### src/rtl/hazard_controller.sv
// hazard_controller
// Pipeline sequencing controller for the 5-stage core. Every cycle it decides
// whether each pipeline register advances, holds or is squashed. It covers
// load-use hazards, taken-branch redirects and multi-cycle data-memory
// accesses. It also runs a watchdog on memory waits and keeps saturating
// stall/flush performance counters.
module hazard_controller #(
    parameter int MAX_WAIT = 16,
    parameter int CNT_W    = 16
) (
    input  logic             clk,
    input  logic             arst_n,
    input  logic [4:0]       rs1_IF_ID,
    input  logic [4:0]       rs2_IF_ID,
    input  logic             use_rs2_IF_ID,
    input  logic [4:0]       rd_ID_EXE,
    input  logic             mem_read_ID_EXE,
    input  logic             branch_taken_EXE,
    input  logic             dmem_req,
    input  logic             dmem_ready,
    output logic             pc_en,
    output logic             if_id_en,
    output logic             id_exe_en,
    output logic             exe_mem_en,
    output logic             mem_wb_en,
    output logic             if_id_flush,
    output logic             id_exe_flush,
    output logic             mem_timeout,
    output logic [CNT_W-1:0] stall_cnt,
    output logic [CNT_W-1:0] flush_cnt
);

    // The wait counter only has to reach MAX_WAIT-1 before ERROR takes over.
    localparam int WAIT_W = (MAX_WAIT > 1) ? $clog2(MAX_WAIT) : 1;
    localparam logic [WAIT_W-1:0] WAIT_LAST = WAIT_W'(MAX_WAIT - 1);

    typedef enum logic [1:0] {
        ST_RUN      = 2'd0,
        ST_MEM_WAIT = 2'd1,
        ST_ERROR    = 2'd2
    } state_t;

    state_t             state_r;
    state_t             state_s;
    logic [WAIT_W-1:0]  wait_cnt_r;
    logic [WAIT_W-1:0]  wait_cnt_s;
    logic               mem_timeout_r;
    logic [CNT_W-1:0]   stall_cnt_r;
    logic [CNT_W-1:0]   flush_cnt_r;
    logic               freeze_s;
    logic               load_use_s;
    logic               stall_qual_s;
    logic               flush_qual_s;

    // Saturating increment: the counter stays at all-ones and never wraps.
    function automatic logic [CNT_W-1:0] sat_inc(input logic [CNT_W-1:0] v);
        if (&v) begin
            return v;
        end else begin
            return v + CNT_W'(1);
        end
    endfunction

    // Hazard terms that forwarding cannot cover.
    always_comb begin
        freeze_s   = dmem_req & ~dmem_ready;
        load_use_s = mem_read_ID_EXE & (rd_ID_EXE != 5'd0) &
                     ((rd_ID_EXE == rs1_IF_ID) |
                      (use_rs2_IF_ID & (rd_ID_EXE == rs2_IF_ID)));
    end

    // State, wait counter and sticky timeout flag.
    always_ff @(posedge clk or negedge arst_n) begin
        if (!arst_n) begin
            state_r       <= ST_RUN;
            wait_cnt_r    <= '0;
            mem_timeout_r <= 1'b0;
        end else begin
            state_r    <= state_s;
            wait_cnt_r <= wait_cnt_s;
            if (state_s == ST_ERROR) begin
                mem_timeout_r <= 1'b1;
            end else begin
                mem_timeout_r <= mem_timeout_r;
            end
        end
    end

    // Next state and wait counter. A freeze that has already lasted
    // MAX_WAIT-1 cycles ends the wait in ERROR. Only reset leaves ERROR.
    always_comb begin
        state_s    = state_r;
        wait_cnt_s = '0;
        case (state_r)
            ST_RUN, ST_MEM_WAIT: begin
                if (freeze_s) begin
                    if (wait_cnt_r == WAIT_LAST) begin
                        state_s    = ST_ERROR;
                        wait_cnt_s = '0;
                    end else begin
                        state_s    = ST_MEM_WAIT;
                        wait_cnt_s = wait_cnt_r + WAIT_W'(1);
                    end
                end else begin
                    state_s    = ST_RUN;
                    wait_cnt_s = '0;
                end
            end
            ST_ERROR: begin
                state_s    = ST_ERROR;
                wait_cnt_s = '0;
            end
            default: begin
                state_s    = ST_ERROR;
                wait_cnt_s = '0;
            end
        endcase
    end

    // Enable/flush pins in priority order. Reset forces every pin quiet.
    always_comb begin
        pc_en        = 1'b0;
        if_id_en     = 1'b0;
        id_exe_en    = 1'b0;
        exe_mem_en   = 1'b0;
        mem_wb_en    = 1'b0;
        if_id_flush  = 1'b0;
        id_exe_flush = 1'b0;
        if (!arst_n) begin
            pc_en = 1'b0;
        end else begin
            case (state_r)
                ST_RUN, ST_MEM_WAIT: begin
                    if (freeze_s) begin
                        pc_en = 1'b0;
                    end else if (branch_taken_EXE) begin
                        // The load_use instruction, if any, is squashed by the redirect.
                        pc_en        = 1'b1;
                        if_id_en     = 1'b1;
                        id_exe_en    = 1'b1;
                        exe_mem_en   = 1'b1;
                        mem_wb_en    = 1'b1;
                        if_id_flush  = 1'b1;
                        id_exe_flush = 1'b1;
                    end else if (load_use_s) begin
                        // One bubble, because the load reaches MEM next cycle.
                        id_exe_en    = 1'b1;
                        exe_mem_en   = 1'b1;
                        mem_wb_en    = 1'b1;
                        id_exe_flush = 1'b1;
                    end else begin
                        pc_en      = 1'b1;
                        if_id_en   = 1'b1;
                        id_exe_en  = 1'b1;
                        exe_mem_en = 1'b1;
                        mem_wb_en  = 1'b1;
                    end
                end
                ST_ERROR: begin
                    pc_en = 1'b0;
                end
                default: begin
                    pc_en = 1'b0;
                end
            endcase
        end
    end

    // Which cycles count as a stall and which count as a branch flush.
    always_comb begin
        stall_qual_s = (state_r != ST_ERROR) & ~pc_en;
        flush_qual_s = (state_r != ST_ERROR) & ~freeze_s & branch_taken_EXE;
    end

    // Saturating performance counters.
    always_ff @(posedge clk or negedge arst_n) begin
        if (!arst_n) begin
            stall_cnt_r <= '0;
            flush_cnt_r <= '0;
        end else begin
            if (stall_qual_s) begin
                stall_cnt_r <= sat_inc(stall_cnt_r);
            end else begin
                stall_cnt_r <= stall_cnt_r;
            end
            if (flush_qual_s) begin
                flush_cnt_r <= sat_inc(flush_cnt_r);
            end else begin
                flush_cnt_r <= flush_cnt_r;
            end
        end
    end

    assign mem_timeout = mem_timeout_r;
    assign stall_cnt   = stall_cnt_r;
    assign flush_cnt   = flush_cnt_r;

endmodule

### config.mk
export PLATFORM = sky130hd
export DESIGN_NAME = hazard_controller
export DESIGN_NICKNAME = d
export VERILOG_FILES = /design/src/rtl/hazard_controller.sv
export SDC_FILE = /design/constraint.sdc
export NUM_CORES = 1
export LEC_CHECK = 0
export CAP_MARGIN = 30
export CORE_MARGIN = 2
export CORE_UTILIZATION = 44
export CTS_BUF_LIST = sky130_fd_sc_hd__clkbuf_8
export DETAILED_ROUTE_END_ITERATION = 6
export PLACE_DENSITY_LB_ADDON = 0.05
export SYNTH_ARGS = -nofsm -noshare
export SYNTH_HDL_FRONTEND = slang
export SYNTH_SLANG_ARGS = --single-unit
### constraint.sdc
create_clock -name clk -period 1.75 [get_ports clk]
set_input_delay 0.2625 -clock clk [delete_from_list [all_inputs] [get_ports clk]]
set_output_delay 0.2625 -clock clk [all_outputs]
set_load 0.01 [all_outputs]
* Yosys cells after proc, flatten, opt, wreduce, memory -nomap -nowiden
Cells that the tools add are included. Widths: inputs -> output; s select.
Storage, ports and cells: register bits after elaboration 39, output and inout port bits 40, word-level logic and storage cells 57
Operators by class: add/sub/neg operators 3, equality and inequality tests 6, mux-type cells 23, bitwise logic cells 13, reduce and logical (&&, ||, !) cells 7
Operators by type and width (number):
- $add 16x1->16 const B | 2
- $reduce_and 16->1 | 2
- $mux 1 | 17
- $mux 4 | 3
- $eq 5x5->1 | 2
- $and 1x1->1 | 7
- $mux 2 | 3
- $not 1->1 | 5
- $reduce_bool 5->1 | 1
- $add 4x1->4 const B | 1
- $eq 4x4->1 const B | 1
- $reduce_and 2->1 | 2
- $eq 2x1->1 const B | 1
- $eq 2x2->1 const B | 1
- $logic_not 2->1 | 1
- $ne 2x2->1 const B | 1
- $reduce_or 2->1 | 1
- $or 1x1->1 | 1

* Depth between registers and ports, before layout
Gate-level depths: netlist (run 1).
word-level depth 12, depth in mapped cells 8

* Least setup slack after synthesis (run 1)
Ideal clock, no wire load.
kind register to register, from reg stall_cnt_r[7], in the netlist stall_cnt[7], to reg stall_cnt_r[1], in the netlist stall_cnt[1], library setup time 0.125 ns, arrival 1.698 ns, data required time 1.625 ns, slack -0.073 ns, cell stages (with the launch flop) 7, buffers on the path 0, period minus slack after synthesis 1.823 ns, cell sequence dfrtp_1 and3_1 nand4_1 nor3_2 nand2_1 nand2_1 mux2_4
On the way: cells in the longest elaborated chain, start to end 3
RTL lines:
- from (decl) | line 48 | logic [CNT_W-1:0] stall_cnt_r;
- from (signal assigned) | line 182 | stall_cnt_r <= sat_inc(stall_cnt_r);
- from (signal assigned) | line 184 | stall_cnt_r <= stall_cnt_r;
- $reduce_and 16->1 | line 57 | if (&v) begin
- $not 1->1 (no source line)
- $reduce_and 2->1 (no source line)
Every way passes these cells. A chain may end at the register's enable or synchronous reset.

* Worst setup path after layout (run 1)
from in rd_ID_EXE[4], to out id_exe_flush
On the way: cells in the longest elaborated chain, start to end 9, elaborated cells on any way between the ends 12, those cells by class eq/ne (2); mux (5); bitwise (4); reduce/logical (1)
RTL lines:
- from (decl) | line 16 | input logic [4:0] rd_ID_EXE,
- $eq 5x5->1 | line 69 | (use_rs2_IF_ID & (rd_ID_EXE == rs2_IF_ID)));
- $and 1x1->1 | line 69
- $or 1x1->1 | line 68 | ((rd_ID_EXE == rs1_IF_ID) |
- $and 1x1->1 * | line 67 | load_use_s = mem_read_ID_EXE & (rd_ID_EXE != 5'd0) &
- $mux 1 * | line 145 | end else if (load_use_s) begin
- $mux 1 * | line 136 | end else if (branch_taken_EXE) begin
- $mux 1 * | line 134 | if (freeze_s) begin
- $mux 1 * | line 132 | case (state_r)
- $mux 1 * | line 129 | if (!arst_n) begin
- to (decl) | line 27 | output logic id_exe_flush,
Mark *: on every way between the ends. The rest lies on a longest branch, timed or not.

==> qor.txt, run 1 <==
Status - finished with violations
Violated checks - negative setup slack
Clock root buffer - clkbuf_8
CP startpoint kind - primary input
Die X - 71.69 um
Final total power - 3.080 mW
Fmax - 0.5656 GHz
Ant. Diodes - 0
Worst path slowest cell - or4_4
Fin area - 3153 um2
Clock Skews - 0.003210 ns
Clk_lat worst skew - 0.29 ns
P&R area growth vs syn - 56.42%
FF-to-FF path depth - 5
Minimum clock period - 1.768 ns
Global placer's final weighted congestion - 0.8398
Placed instance area - 2939 um2
Setup Viol. Count Final - 1
Share of layout cells above drive strength 1 - 33.00%
Mapped Cells - 189
Top cell type's share of synthesized area - 48.42%
Max_slew headroom - 67.43%
GRT Total Usage - 19.00%
Count of pins over their slew limit - 0
Reg2reg start - state_r[1]
CP endpoint kind - primary output
Worst reg2reg endpoint - stall_cnt[12]
Synthesized cell area - 2016 um2
Wire length per cell - 13.09 um
CP endpoint - id_exe_flush
CTS Sinks - 39
EDFF count, synth - 0
Nets - 321
Critical path origin - rd_ID_EXE[4]
Vias in the first global route - 1706
Synth unique cells - 40
DRC viols - 0
PnR worst setup slack - -0.01799 ns
Most common cell in the netlist - dfrtp_1
Post-Syn Nets - 214
Overflow after GRT - 0
Required @ worst endpoint - 1.49 ns
Worst-Margin Slew - 0.4886 ns
Setup CP Type - in -> out
Pwr per Cell Area - 976.9 nW/um2
Antenna-violating nets left - 0
RSZ-0062 raised after global routing - true
CP delay by family, top - simple AND/OR/NAND/NOR gates
Worst reg2reg setup slack - 0.04 ns
CTS clk-pin slew, worst paths - 0.08 ns
Site Rows - 24
Critical path arrival - 1.51 ns
Max cap viols - 0
Max clock buf depth - 2
I/O pin count - 62
WL final - 4569 um
Pin count of the biggest net entering global routing - 40
Fraction of registers with async set/reset - 100.0%
DP HPWL - 3271 um
Die Y - 71.69 um
Fin crit share - 101.0%
Register area share after synthesis - 48.42%
Hold Fails Final Rpt - 0
Critical path depth in cells - 7
Total CTS buffers - 5
Initial antenna violation count - 0
Synth top area cells - dfrtp_1 (48%), xnor2_1 (9.1%), xor2_1 (7.8%)
Port bufs - 61
Hold Path Class - in -> async
Final non-filler cell total - 349
List of most frequent post-synthesis cells - dfrtp_1 (39), xnor2_1 (21), nand3_1 (18), xor2_1 (18), nand2_1 (16)
Ys flop type - dfrtp_1
Leak - 1.470 nW
Worst path bufs/invs - 3
Crit Path Max Fanout - 3
Worst path max stage delay - 0.52 ns
Cells after DPL - 333
Core ar. - 4384 um2
DR vias/cell - 5.046
VDD IR-drop max - 0.0006779 V
Avg Inst Size Synth - 10.66 um2
Ys Warns - 0
TritonRoute pass-1 iters - 4
Minimum hold slack - 0.05916 ns
First-pass GRT wire length - 7755 um
DR vias - 1761
Crit-path cells - buf_6, or4_4, o21ai_2, buf_4, nor2_2, o21a_1, buf_2
CTS H-Tree Depth - 2
DRT iter0 DRCs - 98
Starting Density - 45.98%
DIE AREA - 5139 um2
#FFs+latches synth - 39
Synth area leader - dfrtp_1
CTS tree - built
-- timing repair --
item                                   4_1_cts  5_1_grt
setup endpoints to repair                   23       26
cloned                                       0        0
pin swaps                                   18       12
endpoints found under the hold margin        0        0
resized for setup                           67       16
hold buffers                                 0        0
buffers inserted                             5        4
-- report_power, final --
part | total (mW) | leakage, nW | switching, mW | internal (mW)
logic | 1.09 | 0.896 | 0.462 | 0.632
registers | 1.21 | 0.513 | 0.150 | 1.06
clock network | 0.779 | 0.0612 | 0.318 | 0.461
total | 3.08 | 1.47 | 0.931 | 2.15
-- cells in the final DEF, fill, tap and decap left out, drive strengths merged, types with 3 or more instances in the layout --
cell            n
nor2           13
nor3            7
nand3          18
xnor2          21
nand2          16
mux2            4
dlygate4sd2    10
buf            57
nand2b          3
clkdlybuf4s50  36
and2            3
xor2           18
inv             3
and3            7
dfrtp          39
nor4            3
clkbuf          8
ha              3
nand4           8
-- flip-flops by register name (all words and copies together), names as in the netlist --
signal       count
stall_cnt       16
flush_cnt       16
mem_timeout      1
wait_cnt_r       4
state_r          2
-- area by class of cell --
class                           instances  area [um2]
Fill cell                             341        1231
Timing Repair Buffer                  106       897.1
Multi-Input combinational cell        141        1085
Clock buffer                            6       82.58
Sequential cell                        39       977.2
Clock inverter                          2       35.03
Inverter                                3       11.26
Tap cell                               52       65.06
-- worst min path at each step --
| stage | to | cells after the start | slack [ns] |
|---|---|---|---|
| 6_report | stall_cnt[9] | 2 | 0.06 |
| 5_1_grt | stall_cnt[7] | 2 | 0.11 |
| 4_1_cts | stall_cnt[9] | 2 | 0.07 |
| 3_5_place_dp | stall_cnt[9] | 2 | 0.39 |
| 3_3_place_gp | stall_cnt[9] | 2 | 0.39 |
| 2_1_floorplan | flush_cnt[0] | 0 | -0.03 |
-- cell families after synthesis --
logic type	count (synthesis)	share of synthesized area [%]
multiplexers	4	2.421
XOR/XNOR	39	16.95
AND/OR/NAND/NOR	85	22.84
flip-flops	39	48.42
buffers and inverters	9	2.669
AO/OA/AOI/OAI	10	4.843
adder cells (fa/ha/maj)	3	1.862
-- stage by stage --
step / util (%) / TNS [ns] / worst slack [ns]
after floorplan: - / 0 / 0.007088
after detailed placement: 67.04 / -14.23 / -0.7255
final: 71.92 / -0.01799 / -0.01799
after global placement: 67.04 / -13.53 / -0.7102
after global routing: 71.92 / -0.2938 / -0.06474
after CTS: 69.89 / -0.0003181 / -0.0003181
-- layer usage --
| metal | vias up | global-route usage, % | routed length, um |
|---|---|---|---|
| met5 | - | 0 | 0 |
| met4 | 0 | 6.080 | 42 |
| met3 | 4 | 3.376 | 163 |
| met2 | 45 | 31.58 | 2316 |
| met1 | 844 | 25.27 | 2047 |
| li1 | 868 | - | - |
(Power assumes the default switching activity.)
==> inputs of run 2 (changes only) <==
--- a/config.mk
+++ b/config.mk
@@ -5,9 +5,10 @@
 export SDC_FILE = /design/constraint.sdc
 export NUM_CORES = 1
 export LEC_CHECK = 0
+export ABC_AREA = 1
 export CAP_MARGIN = 30
 export CORE_MARGIN = 2
-export CORE_UTILIZATION = 44
+export CORE_UTILIZATION = 45
 export CTS_BUF_LIST = sky130_fd_sc_hd__clkbuf_8
 export DETAILED_ROUTE_END_ITERATION = 6
 export PLACE_DENSITY_LB_ADDON = 0.05
==> run 2 against run 1 <==
The run now ends clean. Via count up 28%. Maximum frequency rose by 3.9%. Total power rose by 0.43%. Worst hold slack better by 0.0088 ns. Critical endpoint is now exe_mem_en. Largest cell class unchanged.
==> qor.txt, run 2 <==
Status - finished, final reports clean
Fraction of registers with async set/reset - 100.0%
Core ar. - 5075 um2
Antenna-violating nets left - 0
Cells after DPL - 458
CP startpoint kind - primary input
Worst path max stage delay - 0.47 ns
Highest routed layer - met4
FF+latch area - 975.9 um2
Synth area leader - dfrtp_1
Metal3 WL - 210 um
Fill count - 478
Die Y - 76.49 um
List of most frequent post-synthesis cells - nand2_1 (89), dfrtp_1 (39), inv_1 (37), nor2_1 (36), nand4_1 (21)
Leak - 1.644 nW
CTS clk-pin slew, worst paths - 0.08 ns
EDFF count, synth - 0
Synth unique cells - 26
Metal2 WL - 2805 um
Synth top area cells - dfrtp_1 (41%), nand2_1 (14%), xor2_1 (6.7%)
Crit-path cells - clkdlybuf4s50_1, nor2_2, inv_2, nand3_4, buf_4, inv_1, clkdlybuf4s15_1
Final non-filler cell total - 468
PnR worst setup slack - 0.04804 ns
Most frequent cells in the layout - nand2_1 (89), dfrtp_1 (39), clkdlybuf4s50_1 (36)
CTS H-Tree Depth - 2
Overflow after GRT - 0
CP delay by family, top - buffers and inverters
Final total power - 3.093 mW
Required @ worst endpoint - 1.49 ns
Clock root buffer - clkbuf_8
Port bufs - 61
Minimum hold slack - 0.06792 ns
Top cell type's share of synthesized area - 41.27%
Fin crit share - 97.25%
Max_slew headroom - 66.97%
Global placer's final weighted congestion - 0.8605
Clk_lat worst skew - 0.30 ns
Total CTS buffers - 5
Largest family of logic cells by synthesized area - simple AND/OR/NAND/NOR gates
Place WS - -0.5340 ns
DR vias - 2250
Avg Inst Size Synth - 7.653 um2
TritonRoute pass-1 iters - 4
Ys Warns - 0
DP HPWL - 4151 um
Hold Path Class - in -> async
Critical path arrival - 1.44 ns
GRT Total Usage - 20.02%
Setup CP Type - in -> out
Worst path bufs/invs - 5
DRC viols - 0
WL final - 5582 um
Ys flop type - dfrtp_1
Most common cell after layout, fill and taps aside - nand2_1
Minimum clock period - 1.702 ns
Hold Fails Final Rpt - 0
Max clock buf depth - 2
Fmax - 0.5876 GHz
Nets - 422
First-pass GRT wire length - 9556 um
Post-Syn Nets - 334
Max cap viols - 0
Worst path slowest cell - clkdlybuf4s50_1
Final core occ - 65.80%
Metal1 wirelength - 2480 um
Mux cell area share after synthesis - 0%
DR vias/cell - 4.808
VDD IR-drop max - 0.0006466 V
Mapped Cells - 309
Vias in the first global route - 2172
CTS Sinks - 39
Pin count of the biggest net entering global routing - 40
I/O pin count - 62
Pwr per Cell Area - 926.3 nW/um2
DRT iter0 DRCs - 118
Initial antenna violation count - 0
Setup Viol. Count Final - 0
Die X - 76.49 um
CTS tree - built
Synth Area in XOR/XNOR - 10.74%
Synth Area in Simple Gates - 35.93%
Ant. Diodes - 0
Wire length per cell - 11.93 um
Multi-input gate area - 1220 um2
Share of layout cells above drive strength 1 - 17.09%
Most common cell in the netlist - nand2_1
Site Rows - 26
Crit Path Max Fanout - 4
Count of pins over their slew limit - 0
Synthesized cell area - 2365 um2
DIE AREA - 5851 um2
Starting Density - 46.60%
Synth Area in Adders - 1.587%
Clock Skews - 0.01143 ns
Register area share after synthesis - 41.27%
P&R area growth vs syn - 41.22%
CP endpoint kind - primary output
Post-synthesis compound-gate area fraction - 1.852%
#FFs+latches synth - 39
Worst-Margin Slew - 0.4954 ns
RSZ-0062 raised after global routing - true
## run 2: changes by cell type after synthesis, moves of 3 or more
cell	change
and2_1	-3
and3_1	-7
inv_1	+34
inv_2	+4
nand2_1	+73
nand2_2	+3
nand2b_1	-3
nand4_1	+14
nor2_1	+23
nor3_1	+3
o21ai_0	+4
xnor2_1	-10
## run 2: cell families after synthesis
kind of cell    after synthesis
xor+xnor                     29
simple gates                184
buf+inv                      48
flops                        39
compound gates                6
fa+ha+maj                     3
## run 2: through the flow
step | setup TNS [ns] | area, um2
6_report | 0 | 3339
5_1_grt | -0.01122 | 3339
4_1_cts | -0.008387 | 3306
3_5_place_dp | -9.996 | 3196
3_3_place_gp | -9.196 | 3196
2_1_floorplan | 0 | 2365
## run 2: timing repair
item / CTS / global route
buffers inserted: 1 / 1
endpoints found under the setup margin: 12 / 24
hold buffers: 0 / 0
resized for setup: 37 / 17
pin swaps: 11 / 6
## run 2: final cells by class
class,instances,area share (%)
Clock inverter,2,1.161
Sequential cell,39,29.22
Tap cell,70,2.623
Timing Repair Buffer,88,23.38
Clock buffer,6,2.473
Inverter,41,4.608
Multi-Input combinational cell,222,36.53
## run 2: worst paths after layout
kind / slack [ns] / depth (start not counted) / start / endpoint
setup / recovery: 0.05 / 7 / dmem_ready / exe_mem_en
hold / removal: 0.07 / 2 / arst_n / flush_cnt[13]
setup reg to reg: 0.13 / 10 / flush_cnt[1] / flush_cnt[1]
hold reg to reg: 0.47 / 1 / mem_timeout / mem_timeout
max in group asynchronous: 1.34 / 2 / arst_n / wait_cnt_r[3]
min in group clk: 0.46 / 6 / dmem_req / wait_cnt_r[1]
## run 2: power by group
group	switching, mW	internal [mW]	leakage, nW
clock network	0.335	0.469	0.0618
registers	0.189	1.06	0.507
logic	0.476	0.568	1.07
## run 2: layer usage
metal  global-route usage (%)  vias up
met2                    34.78       48
met5                        0        -
li1                         -     1149
met3                    4.147        9
met4                    7.818        0
met1                    24.30     1044
==> inputs of run 3 (changes only) <==
--- a/config.mk
+++ b/config.mk
@@ -7,11 +7,13 @@
 export LEC_CHECK = 0
 export ABC_AREA = 1
 export CAP_MARGIN = 30
+export CORE_ASPECT_RATIO = 0.75
 export CORE_MARGIN = 2
 export CORE_UTILIZATION = 45
 export CTS_BUF_LIST = sky130_fd_sc_hd__clkbuf_8
 export DETAILED_ROUTE_END_ITERATION = 6
 export PLACE_DENSITY_LB_ADDON = 0.05
+export RECOVER_POWER = 50
 export SYNTH_ARGS = -nofsm -noshare
 export SYNTH_HDL_FRONTEND = slang
 export SYNTH_SLANG_ARGS = --single-unit
==> constraint.sdc (replaced) <==
create_clock -name clk -period 1.8 [get_ports clk]
set_input_delay 0.27 -clock clk [delete_from_list [all_inputs] [get_ports clk]]
set_output_delay 0.27 -clock clk [all_outputs]
set_load 0.01 [all_outputs]
==> run 3 against run 2 <==
Non-clock buffer count is 6 lower. Combinational power is 12% lower. Cell area is 0.64% lower. Clock skew is 0.0077 ns lower. First-iteration DRC count is 33% lower. Die area is 0.11% higher. Sequential power hardly changed. Routed wire length is 0.73% lower. Register-to-register slack better by 0.03 ns. Flip-flop and latch count stayed put. Count of clock-buffer cells in the layout stayed put. Highest routed layer unchanged. Largest power group unchanged. Via count is 0.49% lower.
==> qor.txt, run 3 (same netlist as run 2, synthesis figures left out) <==
Die Y - 66.78 um
Setup Viol. Count Final - 0
Sequential power share - 42.3%
VDD IR-drop max - 0.0003986 V
Max cap viols - 0
DR vias - 2239
Hold Path Class - in -> async
Place WS - -0.5013 ns
Clock power share - 26.3%
Internal Pwr Total - 1.971 mW
Metal1 wirelength - 2965 um
Final core occ - 66.60%
Minimum clock period - 1.714 ns
Share of layout cells above drive strength 1 - 15.52%
TritonRoute pass-1 iters - 4
Combinational group share of total power - 31.4%
PnR worst setup slack - 0.08588 ns
Most common cell after layout, fill and taps aside - nand2_1
Clock root buffer - clkbuf_8
DRT iter0 DRCs - 79
Core ar. - 4982 um2
Die X - 87.71 um
I/O pin count - 62
Net Sw Frac - 32.18%
Ant. Diodes - 0
GRT Total Usage - 20.01%
Global placer's final weighted congestion - 0.8059
Final total power - 2.906 mW
Crit-path cells - clkdlybuf4s50_1, inv_1, nor2_1, inv_1, nand3_2, nor2_2, buf_4, clkdlybuf4s15_1
Cells after DPL - 455
Starting Density - 47.46%
Overflow after GRT - 0
Most frequent CP cell - inv_1
Initial antenna violation count - 0
Max_slew headroom - 36.73%
Clk_lat worst skew - 0.29 ns
Clock Skews - 0.003770 ns
DRC viols - 0
Nets - 417
Worst-Margin Slew - 0.9491 ns
Required @ worst endpoint - 1.53 ns
Leak - 1.635 nW
Hold Fails Final Rpt - 0
Vias in the first global route - 2036
Highest routed layer - met4
Final non-filler cell total - 465
Crit Path Max Fanout - 4
Status - finished, final reports clean
CTS clk-pin slew, worst paths - 0.08 ns
CTS Sinks - 39
Site Rows - 22
Port bufs - 61
Antenna-violating nets left - 0
Total CTS buffers - 5
Fmax - 0.5834 GHz
Pwr per Cell Area - 875.8 nW/um2
Wire length per cell - 11.92 um
Most frequent cells in the layout - nand2_1 (88), dfrtp_1 (39), inv_1 (36)
Max clock buf depth - 2
CTS tree - built
Setup CP Type - in -> out
Fill count - 437
Metal3 WL - 275 um
Pin count of the biggest net entering global routing - 40
Minimum hold slack - 0.3750 ns
Count of pins over their slew limit - 0
Worst path max stage delay - 0.45 ns
CTS H-Tree Depth - 2
Critical path arrival - 1.44 ns
DR vias/cell - 4.815
DIE AREA - 5857 um2
First-pass GRT wire length - 9066 um
CP endpoint kind - primary output
CP startpoint kind - primary input
Metal2 WL - 2227 um
Hold-fix buffers, CTS - 0
Worst path slowest cell - clkdlybuf4s50_1
DP HPWL - 4002 um
P&R area growth vs syn - 40.32%
Psw - 0.9351 mW
Fin crit share - 95.23%
WL final - 5541 um
run 3: final timing paths:
kind	startpoint	end	slack (ns)	cells after the start
min in group clk	wait_cnt_r[0]	wait_cnt_r[0]	0.46	1
worst min-delay path	arst_n	stall_cnt[2]	0.37	2
worst max register to register	stall_cnt[1]	stall_cnt[10]	0.16	9
worst max-delay path	dmem_req	if_id_flush	0.09	8
max in group asynchronous	arst_n	flush_cnt[13]	0.84	2
worst min register to register	wait_cnt_r[0]	wait_cnt_r[0]	0.46	1
run 3: worst max-delay path, delay by kind of cell:
kind                   cells  cell delay (ns)
buffers and inverters      5             0.91
AND/OR/NAND/NOR            3             0.26
run 3: power by group through the flow:
| stage | Combinational [mW] | Sequential (mW) | Clock (mW) |
|---|---|---|---|
| after global routing | 1.03 | 1.27 | 0.822 |
| after detailed placement | 0.937 | 1.25 | 0 |
| after CTS | 0.926 | 1.23 | 0.786 |
| after global placement | 0.924 | 1.25 | 0 |
| final | 0.913 | 1.23 | 0.765 |
| after floorplan | 0.394 | 1.29 | 0 |
run 3: timing repair:
action	CTS	global route
pin swaps	7	8
cloned	0	1
setup endpoints to repair	7	29
setup buffers	1	0
endpoints found under the hold margin	0	0
gates resized for setup	32	26
run 3: area by class of cell:
class	count	area, um2	area share [%]
Timing Repair Buffer	82	734.5	22.13
Tap cell	72	90.09	2.715
Clock inverter	2	35.03	1.056
Multi-Input combinational cell	223	1246	37.56
Sequential cell	39	975.9	29.41
Inverter	41	153.9	4.638
Clock buffer	6	82.58	2.489
run 3: per-layer routing:
metal	vias up	GRT usage [%]
li1	1139	-
met1	1026	29.72
met2	65	28.88
met3	9	3.965
met4	0	6.538
met5	-	0
run 3: through the flow:
| step | setup TNS (ns) | cell area, um2 |
|---|---|---|
| 3_5_place_dp | -9.215 | 3173 |
| 6_report | 0 | 3318 |
| 5_1_grt | -0.0007718 | 3318 |
| 2_1_floorplan | 0 | 2365 |
| 3_3_place_gp | -8.098 | 3173 |
| 4_1_cts | 0 | 3274 |
